**src/rtl/vsa_pkg.sv**
```systemverilog
// Shared VSA definitions: datapath widths used by both the CPU and the data memory,
// plus the write-buffer entry layout.
package vsa_pkg;

  localparam int unsigned VSA_AW = 5;
  localparam int unsigned VSA_DW = 5;

  typedef struct packed {
    logic [VSA_AW-1:0] addr;
    logic [VSA_DW-1:0] data;
  } wb_entry_t;

endpackage

```
**src/rtl/vsa_dmem_if.sv**
```systemverilog
// CPU memory-stage bus into vsa_dmem: address, store data/strobe, drain slot, and the
// load data / status returned to the CPU side.
interface vsa_dmem_if #(
  parameter int unsigned DEPTH = 4,
  parameter int unsigned AW    = vsa_pkg::VSA_AW,
  parameter int unsigned DW    = vsa_pkg::VSA_DW
);

  logic [AW-1:0]           addr;
  logic [DW-1:0]           wdata;
  logic                    wr;
  logic                    drain_en;
  logic [DW-1:0]           rdata;
  logic [$clog2(DEPTH):0]  wb_count;
  logic                    ovf;

  modport master (
    output addr, wdata, wr, drain_en,
    input  rdata, wb_count, ovf
  );

  modport slave (
    input  addr, wdata, wr, drain_en,
    output rdata, wb_count, ovf
  );

endinterface

```
**src/rtl/vsa_wbuf.sv**
```systemverilog
// Circular store buffer with youngest-match associative lookup.
// The lookup is only built when VSA_DMEM_FWD_EN is defined.
module vsa_wbuf
  import vsa_pkg::*;
#(
  parameter int unsigned DEPTH = 4,
  localparam int unsigned PW   = $clog2(DEPTH),
  localparam int unsigned CW   = PW + 1
) (
  input  logic              clock,
  input  logic              reset,
  input  logic              i_wr,
  input  wb_entry_t         i_wentry,
  input  logic              i_drain_en,
  input  logic [VSA_AW-1:0] i_lookup_addr,
  output logic              o_hit,
  output logic [VSA_DW-1:0] o_hit_data,
  output wb_entry_t         o_head,
  output logic              o_drain,
  output logic              o_drop,
  output logic [CW-1:0]     o_count,
  output logic              o_full
);

  wb_entry_t       r_entries [DEPTH];
  logic [PW-1:0]   r_head;
  logic [PW-1:0]   r_tail;
  logic [CW-1:0]   r_count;

  logic            w_full;
  logic            w_drain;
  logic            w_enq;

  assign w_full  = (r_count == CW'(DEPTH));
  assign w_drain = i_drain_en && (r_count != '0);
  // A drain in the same cycle frees the slot a full buffer needs.
  assign w_enq   = i_wr && (!w_full || w_drain);

  always_ff @(posedge clock) begin
    if (reset) begin
      r_head  <= '0;
      r_tail  <= '0;
      r_count <= '0;
    end else begin
      if (w_enq) begin
        r_entries[r_tail] <= i_wentry;
        r_tail            <= r_tail + PW'(1);
      end
      if (w_drain) begin
        r_head <= r_head + PW'(1);
      end
      case ({w_enq, w_drain})
        2'b10:   r_count <= r_count + CW'(1);
        2'b01:   r_count <= r_count - CW'(1);
        default: r_count <= r_count;
      endcase
    end
  end

`ifdef VSA_DMEM_FWD_EN
  // Scan oldest to youngest so the last match found is the youngest store.
  always_comb begin
    o_hit      = 1'b0;
    o_hit_data = '0;
    for (int k = 0; k < DEPTH; k++) begin
      if ((CW'(k) < r_count) && (r_entries[r_head + PW'(k)].addr == i_lookup_addr)) begin
        o_hit      = 1'b1;
        o_hit_data = r_entries[r_head + PW'(k)].data;
      end
    end
  end
`else
  logic w_unused_lookup;
  assign w_unused_lookup = ^i_lookup_addr;
  assign o_hit           = 1'b0;
  assign o_hit_data      = '0;
`endif

  assign o_head  = r_entries[r_head];
  assign o_drain = w_drain;
  assign o_drop  = i_wr && !w_enq;
  assign o_count = r_count;
  assign o_full  = w_full;

endmodule

```
**src/rtl/vsa_dmem.sv**
```systemverilog
// VSA data memory: buffered stores draining into a 32x5 array, combinational loads.
// Define VSA_DMEM_FWD_EN to forward loads from buffered stores.
module vsa_dmem
  import vsa_pkg::*;
#(
  parameter int unsigned DEPTH = 4,
  parameter int unsigned AW    = VSA_AW,
  parameter int unsigned DW    = VSA_DW
) (
  input  logic       clock,
  input  logic       reset,
  vsa_dmem_if.slave  bus
);

  localparam int unsigned CW = $clog2(DEPTH) + 1;

  logic [DW-1:0]  r_mem [2**AW];
  logic           r_ovf;

  wb_entry_t      w_wentry;
  wb_entry_t      w_head;
  logic           w_hit;
  logic [DW-1:0]  w_hit_data;
  logic           w_drain;
  logic           w_drop;
  logic [CW-1:0]  w_count;
  logic           w_full;

  assign w_wentry.addr = bus.addr;
  assign w_wentry.data = bus.wdata;

  vsa_wbuf #(
    .DEPTH (DEPTH)
  ) u_wbuf (
    .clock         (clock),
    .reset         (reset),
    .i_wr          (bus.wr),
    .i_wentry      (w_wentry),
    .i_drain_en    (bus.drain_en),
    .i_lookup_addr (bus.addr),
    .o_hit         (w_hit),
    .o_hit_data    (w_hit_data),
    .o_head        (w_head),
    .o_drain       (w_drain),
    .o_drop        (w_drop),
    .o_count       (w_count),
    .o_full        (w_full)
  );

  always_ff @(posedge clock) begin
    if (reset) begin
      for (int i = 0; i < 2**AW; i++) begin
        r_mem[i] <= '0;
      end
    end else if (w_drain) begin
      r_mem[w_head.addr] <= w_head.data;
    end
  end

  always_ff @(posedge clock) begin
    if (reset) begin
      r_ovf <= 1'b0;
    end else if (w_drop) begin
      r_ovf <= 1'b1;
    end
  end

`ifdef VSA_DMEM_FWD_EN
  logic w_unused_full;
  assign w_unused_full = w_full;
  assign bus.rdata     = w_hit ? w_hit_data : r_mem[bus.addr];
`else
  logic w_unused_fwd;
  assign w_unused_fwd = w_hit ^ (^w_hit_data) ^ w_full;
  assign bus.rdata    = r_mem[bus.addr];
`endif

  assign bus.wb_count = w_count;
  assign bus.ovf      = r_ovf;

endmodule

```
**src/flat_wrapper.sv**
```systemverilog
// flat-port wrapper written by rule: the top's interface ports become plain ports
module vsa_dmem_flat import vsa_pkg::*;
#(
  parameter int unsigned DEPTH = 4,
  parameter int unsigned AW    = VSA_AW,
  parameter int unsigned DW    = VSA_DW
)
  (clock, reset, bus_addr, bus_wdata, bus_wr, bus_drain_en, bus_rdata, bus_wb_count, bus_ovf);
  vsa_dmem_if #(.DEPTH(DEPTH), .AW(AW), .DW(DW)) bus_i ();
  input  logic clock;
  input  logic reset;
  input wire logic [$bits(bus_i.addr)-1:0] bus_addr;
  input wire logic [$bits(bus_i.wdata)-1:0] bus_wdata;
  input wire logic [$bits(bus_i.wr)-1:0] bus_wr;
  input wire logic [$bits(bus_i.drain_en)-1:0] bus_drain_en;
  output wire logic [$bits(bus_i.rdata)-1:0] bus_rdata;
  output wire logic [$bits(bus_i.wb_count)-1:0] bus_wb_count;
  output wire logic [$bits(bus_i.ovf)-1:0] bus_ovf;
  assign bus_i.addr = bus_addr;
  assign bus_i.wdata = bus_wdata;
  assign bus_i.wr = bus_wr;
  assign bus_i.drain_en = bus_drain_en;
  assign bus_rdata = bus_i.rdata;
  assign bus_wb_count = bus_i.wb_count;
  assign bus_ovf = bus_i.ovf;
  vsa_dmem #(.DEPTH(DEPTH), .AW(AW), .DW(DW)) u_core (.clock(clock), .reset(reset), .bus(bus_i));
endmodule
```
**config.mk**
```make
export PLATFORM = sky130hd
export DESIGN_NAME = vsa_dmem_flat
export DESIGN_NICKNAME = d
export VERILOG_FILES = /design/src/rtl/vsa_pkg.sv /design/src/rtl/vsa_dmem_if.sv /design/src/rtl/vsa_wbuf.sv /design/src/rtl/vsa_dmem.sv /design/src/flat_wrapper.sv
export SDC_FILE = /design/constraint.sdc
export NUM_CORES = 1
export LEC_CHECK = 0
export BUFFER_PORTS_ARGS = -buffer_cell sky130_fd_sc_hd__buf_2
export CORE_MARGIN = 4
export CORE_UTILIZATION = 34
export DETAILED_ROUTE_END_ITERATION = 6
export SLEW_MARGIN = 10
export SYNTH_ARGS = -nofsm -noshare
export SYNTH_HDL_FRONTEND = slang
export SYNTH_SLANG_ARGS = --single-unit
export TNS_END_PERCENT = 5
```
**constraint.sdc**
```tcl
create_clock -name clock -period 4.7 [get_ports clock]
set_input_delay 0.235 -clock clock [delete_from_list [all_inputs] [get_ports clock]]
set_output_delay 0.235 -clock clock [all_outputs]
set_load 0.05 [all_outputs]
```
# Word-level counts from Yosys, hierarchy flattened
# Memory sizes are Yosys's and may differ from the RTL's. A register that Yosys moved wholly into a read port is not among the register bits.
# Cells that the tools add are included.
# classes
add_sub_neg	4
n_mul	0
div_mod_pow	0
n_lt_le_gt_ge	0
eq_ne	3
shift	0
mux	14
bitwise	0
n_reduce_logical	9
# op_table
cell	count
5-bit two-way mux	2
1-bit two-way mux	9
3-bit one-hot mux with 2 select lines	1
5-bit OR reduction	1
2-bit by 1-bit adder with 2-bit output, second input constant	2
2-bit two-way mux	2
3-bit by 1-bit adder with 3-bit output, second input constant	1
3-bit == test, second input constant	1
1-bit logical AND	3
3-bit nonzero test	1
3-bit by 1-bit subtractor with 3-bit output, second input constant	1
2-bit by 1-bit == test with 1-bit output, second input constant	1
2-bit == test, second input constant	1
1-bit zero test	2
2-bit nonzero test	1
1-bit logical OR	1
# word_totals
regBits	8
latchBits	0
ramBits	200
romBits	0
inputBits	14
out_inout_bits	9
word_cells	36
memories	2
# mem_list
memory	depth	word_bits	read_ports	rd_ports_with_merged_regs	wr	line_no	source
u_core.r_mem	32	5	1	0	32	vsa_dmem.sv:17	logic [DW-1:0] r_mem [2**AW];
u_core.u_wbuf.r_entries	4	10	1	1	1	vsa_wbuf.sv:25	wb_entry_t r_entries [DEPTH];

# Depth between registers and ports, before layout
# logic_depth
ltp_word	7
mapped_depth	8
mapped_depth_nobuf	7

# By module
# From an unflattened synthesis, not the netlist that was laid out.
# unflattened
hier_cells	614
area_unflattened_um2	9684.3
# modules_own_cells
mod	instances	cells_each	area_each_um2	seq_area_each_um2
vsa_dmem	1	486	7584.8	4824.6
vsa_wbuf	1	128	2099.5	1381.3

# Worst setup path before layout
# OpenSTA, ideal clock, no wires.
# synth_timing
path_kind	register -> register
from	register u_core.u_wbuf.r_count[0] (netlist: u_core.u_wbuf.o_count[0])
to	register u_core.u_wbuf.r_count[2] (netlist: u_core.u_wbuf.o_count[2])
setup_time_ps	131
arrival_time_ps	2502
t_required_ps	4569
path_slack_ps	2067
path_stages_with_launch	8
n_path_buf	1
synth_period_minus_slack_ps	2633
path_cell_list	dfxtp_1 clkbuf_1 o31ai_2 or2_2 fa_1 or3b_2 a31oi_1 a21oi_1
# synth_via
elab_chain_len	6
word_cells_on_any_way	12
# synth_rtl
item	line_no	source
start, declared	vsa_wbuf.sv:28	logic [CW-1:0] r_count;
start signal, assigned	vsa_wbuf.sv:53	2'b10: r_count <= r_count + CW'(1);
start signal, assigned	vsa_wbuf.sv:54	2'b01: r_count <= r_count - CW'(1);
start signal, assigned	vsa_wbuf.sv:55	default: r_count <= r_count;
3-bit == test / 3-bit nonzero test (equally long branches)	vsa_wbuf.sv:34, vsa_wbuf.sv:35	
1-bit zero test / 1-bit logical AND (equally long branches)	vsa_wbuf.sv:37, vsa_wbuf.sv:35	
1-bit logical OR	vsa_wbuf.sv:37	assign w_enq = i_wr && (!w_full || w_drain);
1-bit logical AND	vsa_wbuf.sv:37	
2-bit by 1-bit == test with 1-bit output / 2-bit == test (equally long branches)	vsa_wbuf.sv:52	case ({w_enq, w_drain})
3-bit one-hot mux with 2 select lines / 2-bit nonzero test (equally long branches)	--	
# Several ways; a longest one is shown, not always the timed one.
# A chain may end at the register's enable or synchronous reset.

==> key figures <==
Pwr
  • Tot Pwr: 0.00447 W
  • Net Switching: 0.00112 W
  • P_leak: 3.57 nW
  • Power density over the cells: 427 nW/um^2
  • VDD IR max: 0.000243 V
  • Comb power frac: 0.122
  • Sw frac: 0.250
  • Internal Power: 0.00335 W
  • Seq pwr share: 0.484
  • Clk pwr share: 0.394

Drt
  • Met3 wire len: 2.03 mm
  • Drt wl/cell: 21.3 um
  • First-pass DRT Iterations: 5
  • Via count: 5299
  • DRT antenna net count: 0
  • Detailed Route Iter0 Violations: 519
  • DRC Markers: 0
  • Vias/cell: 5.33
  • Total Wirelength: 21.2 mm
  • Met1 WL: 8.77 mm
  • Top Layer Used: met4
  • Met2 wire length: 10.0 mm

Timing
  • Max Fclk: 305 MHz
  • Layout Skew: 8.89 ps
  • Max-slew headroom: 0.221
  • Setup TNS: 0 ps
  • Min cycle time layout: 3280 ps
  • Hold Worst Slack: 125 ps
  • RSZ-0062 raised after global routing: no
  • Slew Limit Fails: 0
  • Final hold violation count: 0
  • Final period util: 0.697
  • Final setup fails: 0
  • Worst slew pin tran: 1170 ps

Cells and area
  • Fillers: 2418
  • Multi-input logic area: 2840 um^2
  • Synth-to-layout area growth: 13.4%
  • Final cell count without fillers: 995
  • # nets final: 658
  • Share of cells above drive strength 1: 0.216
  • Register area: 6210 um^2
  • Final design area excluding fillers: 10500 um^2
  • Antenna Cells: 0

Critical path
  • Crit Path Class: flop to flop
  • Bufs and invs on worst path: 0
  • Worst-path maximum fanout: 15
  • Crit path required time: 4890 ps
  • CP arrival: 3460 ps
  • Worst path cell trace: mux4_2 -> nor2b_1 -> nand3_1 -> nand2b_1
  • Crit path max-delay family: simple AND/OR/NAND/NOR gates
  • CP max stage cell: nor2b_1
  • CP peak stage delay: 920 ps
  • Critical path startpoint category: flop
  • Kind of end point of the critical path: flop

Synthesis
  • Synth area leaders: edfxtp_1, mux4_2, nor2_1
  • Synth area leader: edfxtp_1
  • Syn_area_per_cell: 14.8 um^2
  • Syn Nets: 642
  • EDFF count, synth: 200
  • Area share of the largest cell type after synthesis: 0.650
  • Sequential fraction of the synthesis area: 0.672
  • Area of the mapped netlist: 9230 um^2
  • Top_reg_cell synth: edfxtp_1
  • Syn. warnings: 0
  • Yosys reg bits: 210
  • Post-Synthesis Cells: 623
  • Post-synthesis cell type count: 39
  • Post-synth ARST share: 0

Die
  • Top Ports: 23
  • Die X: 173 um
  • Die ar.: 29900 um^2
  • Effective utilization at floorplan: 0.344
  • Die H: 173 um
  • Rows: 60
  • Core region area: 26800 um^2

GRT
  • Number of global-route vias before repair: 5340
  • Gr usage total: 0.142
  • Pin count of the biggest net entering global routing: 46
  • Total gr overflow: 0
  • First-pass GRT wire length: 32.5 mm
  • Initial antenna violation count: 0

Worst hold path
  • Hold path startpoint: bus_addr[3]
  • Min-Delay Path Class: input pin to flop

Clock network
  • CTS buffer count: 23
  • Worst-path clk slew: 60 ps
  • Clock sink count: 210
  • CTS-repair resized insts: 0
  • CTS H-tree depth: 1
  • Setup bufs post-CTS: 0
  • CTS tree: yes
  • CTS max path bufs: 3
  • Clock root cell: clkbuf_16
  • CTS Hold Bufs: 5
  • Latest clock arrival within the worst-skew pair: 510 ps

Status
  • Status: complete, no violations

Placed design
  • Placer Congestion: 0.856
  • Placed cell areas: 9680 um^2
  • Dpl cells: 950
  • IO buf count: 22
  • DPL Wire Length: 14.2 mm

Flow run
  • MaxCap Viol Count: 0
==> cell type report <==
class,instances,area share
Sequential cell,210,0.593
Inverter,8,0.00287
Clock inverter,15,0.0151
Clock buffer,25,0.0557
Multi-Input combinational cell,360,0.271
Timing Repair Buffer,36,0.0218
Tap cell,341,0.0408
==> cell usage in the layout, fill, tap and decap left out, types with 3 or more instances in the layout <==
cell and instances:
edfxtp_1 200, nor2_1 171, mux4_2 55, nand3_1 33
nand2b_1 33, clkbuf_16 23, buf_2 22, mux2_2 10
dfxtp_1 10, buf_4 9, inv_1 8, mux2i_1 6
nand2_1 6, nor2b_1 5, and2_1 5, o21ai_2 5
dlygate4sd3_1 5, ha_1 4, clkinv_1 4, clkinv_2 4
xnor2_1 3, bufinv_16 3
==> per-layer routing <==
| metal | vias to the layer above | GRT usage |
|---|---|---|
| li1 | 2343 | - |
| met3 | 29 | 0.0293 |
| met4 | 0 | 0.0319 |
| met5 | - | 0 |
| met1 | 2659 | 0.201 |
| met2 | 268 | 0.228 |
==> stage by stage <==
stage,util,setup WS (ps)
after floorplan,-,2070
after global placement,0.361,1560
after detailed placement,0.361,1470
after CTS,0.391,1470
after global routing,0.391,1280
final,0.391,1420
==> kinds of logic (layout without fill, tap and decap cells) <==
family / count (synthesis) / in the layout / share of synthesized area
and+or+nand+nor: 264 / 264 / 0.129
DFF: 210 / 210 / 0.672
muxes: 71 / 71 / 0.153
buffers and inverters: 53 / 84 / 0.0226
AOI/OAI and AO/OA: 15 / 15 / 0.0111
adders and majority gates: 5 / 5 / 0.00759
xor gates and xnor gates: 5 / 5 / 0.00474
==> synthesized netlist by cell type (all sizes together), types with 4 or more instances <==
cell	instances
and2	6
buf	9
clkbuf	36
dfxtp	10
edfxtp	200
ha	4
inv	8
mux2	10
mux2i	6
mux4	55
nand2	6
nand2b	33
nand3	33
nor2	171
nor2b	5
o21ai	6
==> power by group through the flow <==
stage                     Clock [W]  Combinational [W]  Sequential [W]
after global routing        0.00187           0.000581         0.00217
after floorplan                   0           0.000363         0.00219
after detailed placement          0           0.000541         0.00220
after CTS                   0.00179           0.000545         0.00217
after global placement            0           0.000529         0.00220
final                       0.00176           0.000544         0.00217
==> sequential cells by signal, summed over array words and instances (netlist names), named ones only <==
signal                   flops
u_core.bus.ovf               1
u_core.r_mem               160
u_core.u_wbuf.o_count        3
u_core.u_wbuf.r_entries     40
u_core.u_wbuf.r_head         2
u_core.u_wbuf.r_tail         2
==> worst paths after layout <==
| check | endpoint | cells after the start | slack [ps] |
|---|---|---|---|
| worst min register to register | u_core.bus.ovf | 2 | 520 |
| worst max register to register | u_core.r_mem[6][3] | 4 | 1420 |
| worst min-delay path | u_core.u_wbuf.r_entries[1][8] | 1 | 120 |
| worst max-delay path | u_core.r_mem[6][3] | 4 | 1420 |
==> worst reg2reg max path, cell delays in order, from the launching register on <==
cell,delay (ps)
dfxtp_1,760
mux4_2,460
nor2b_1,920
nand3_1,470
nand2b_1,350
Note: power is estimated with default switching activity, not from simulation.
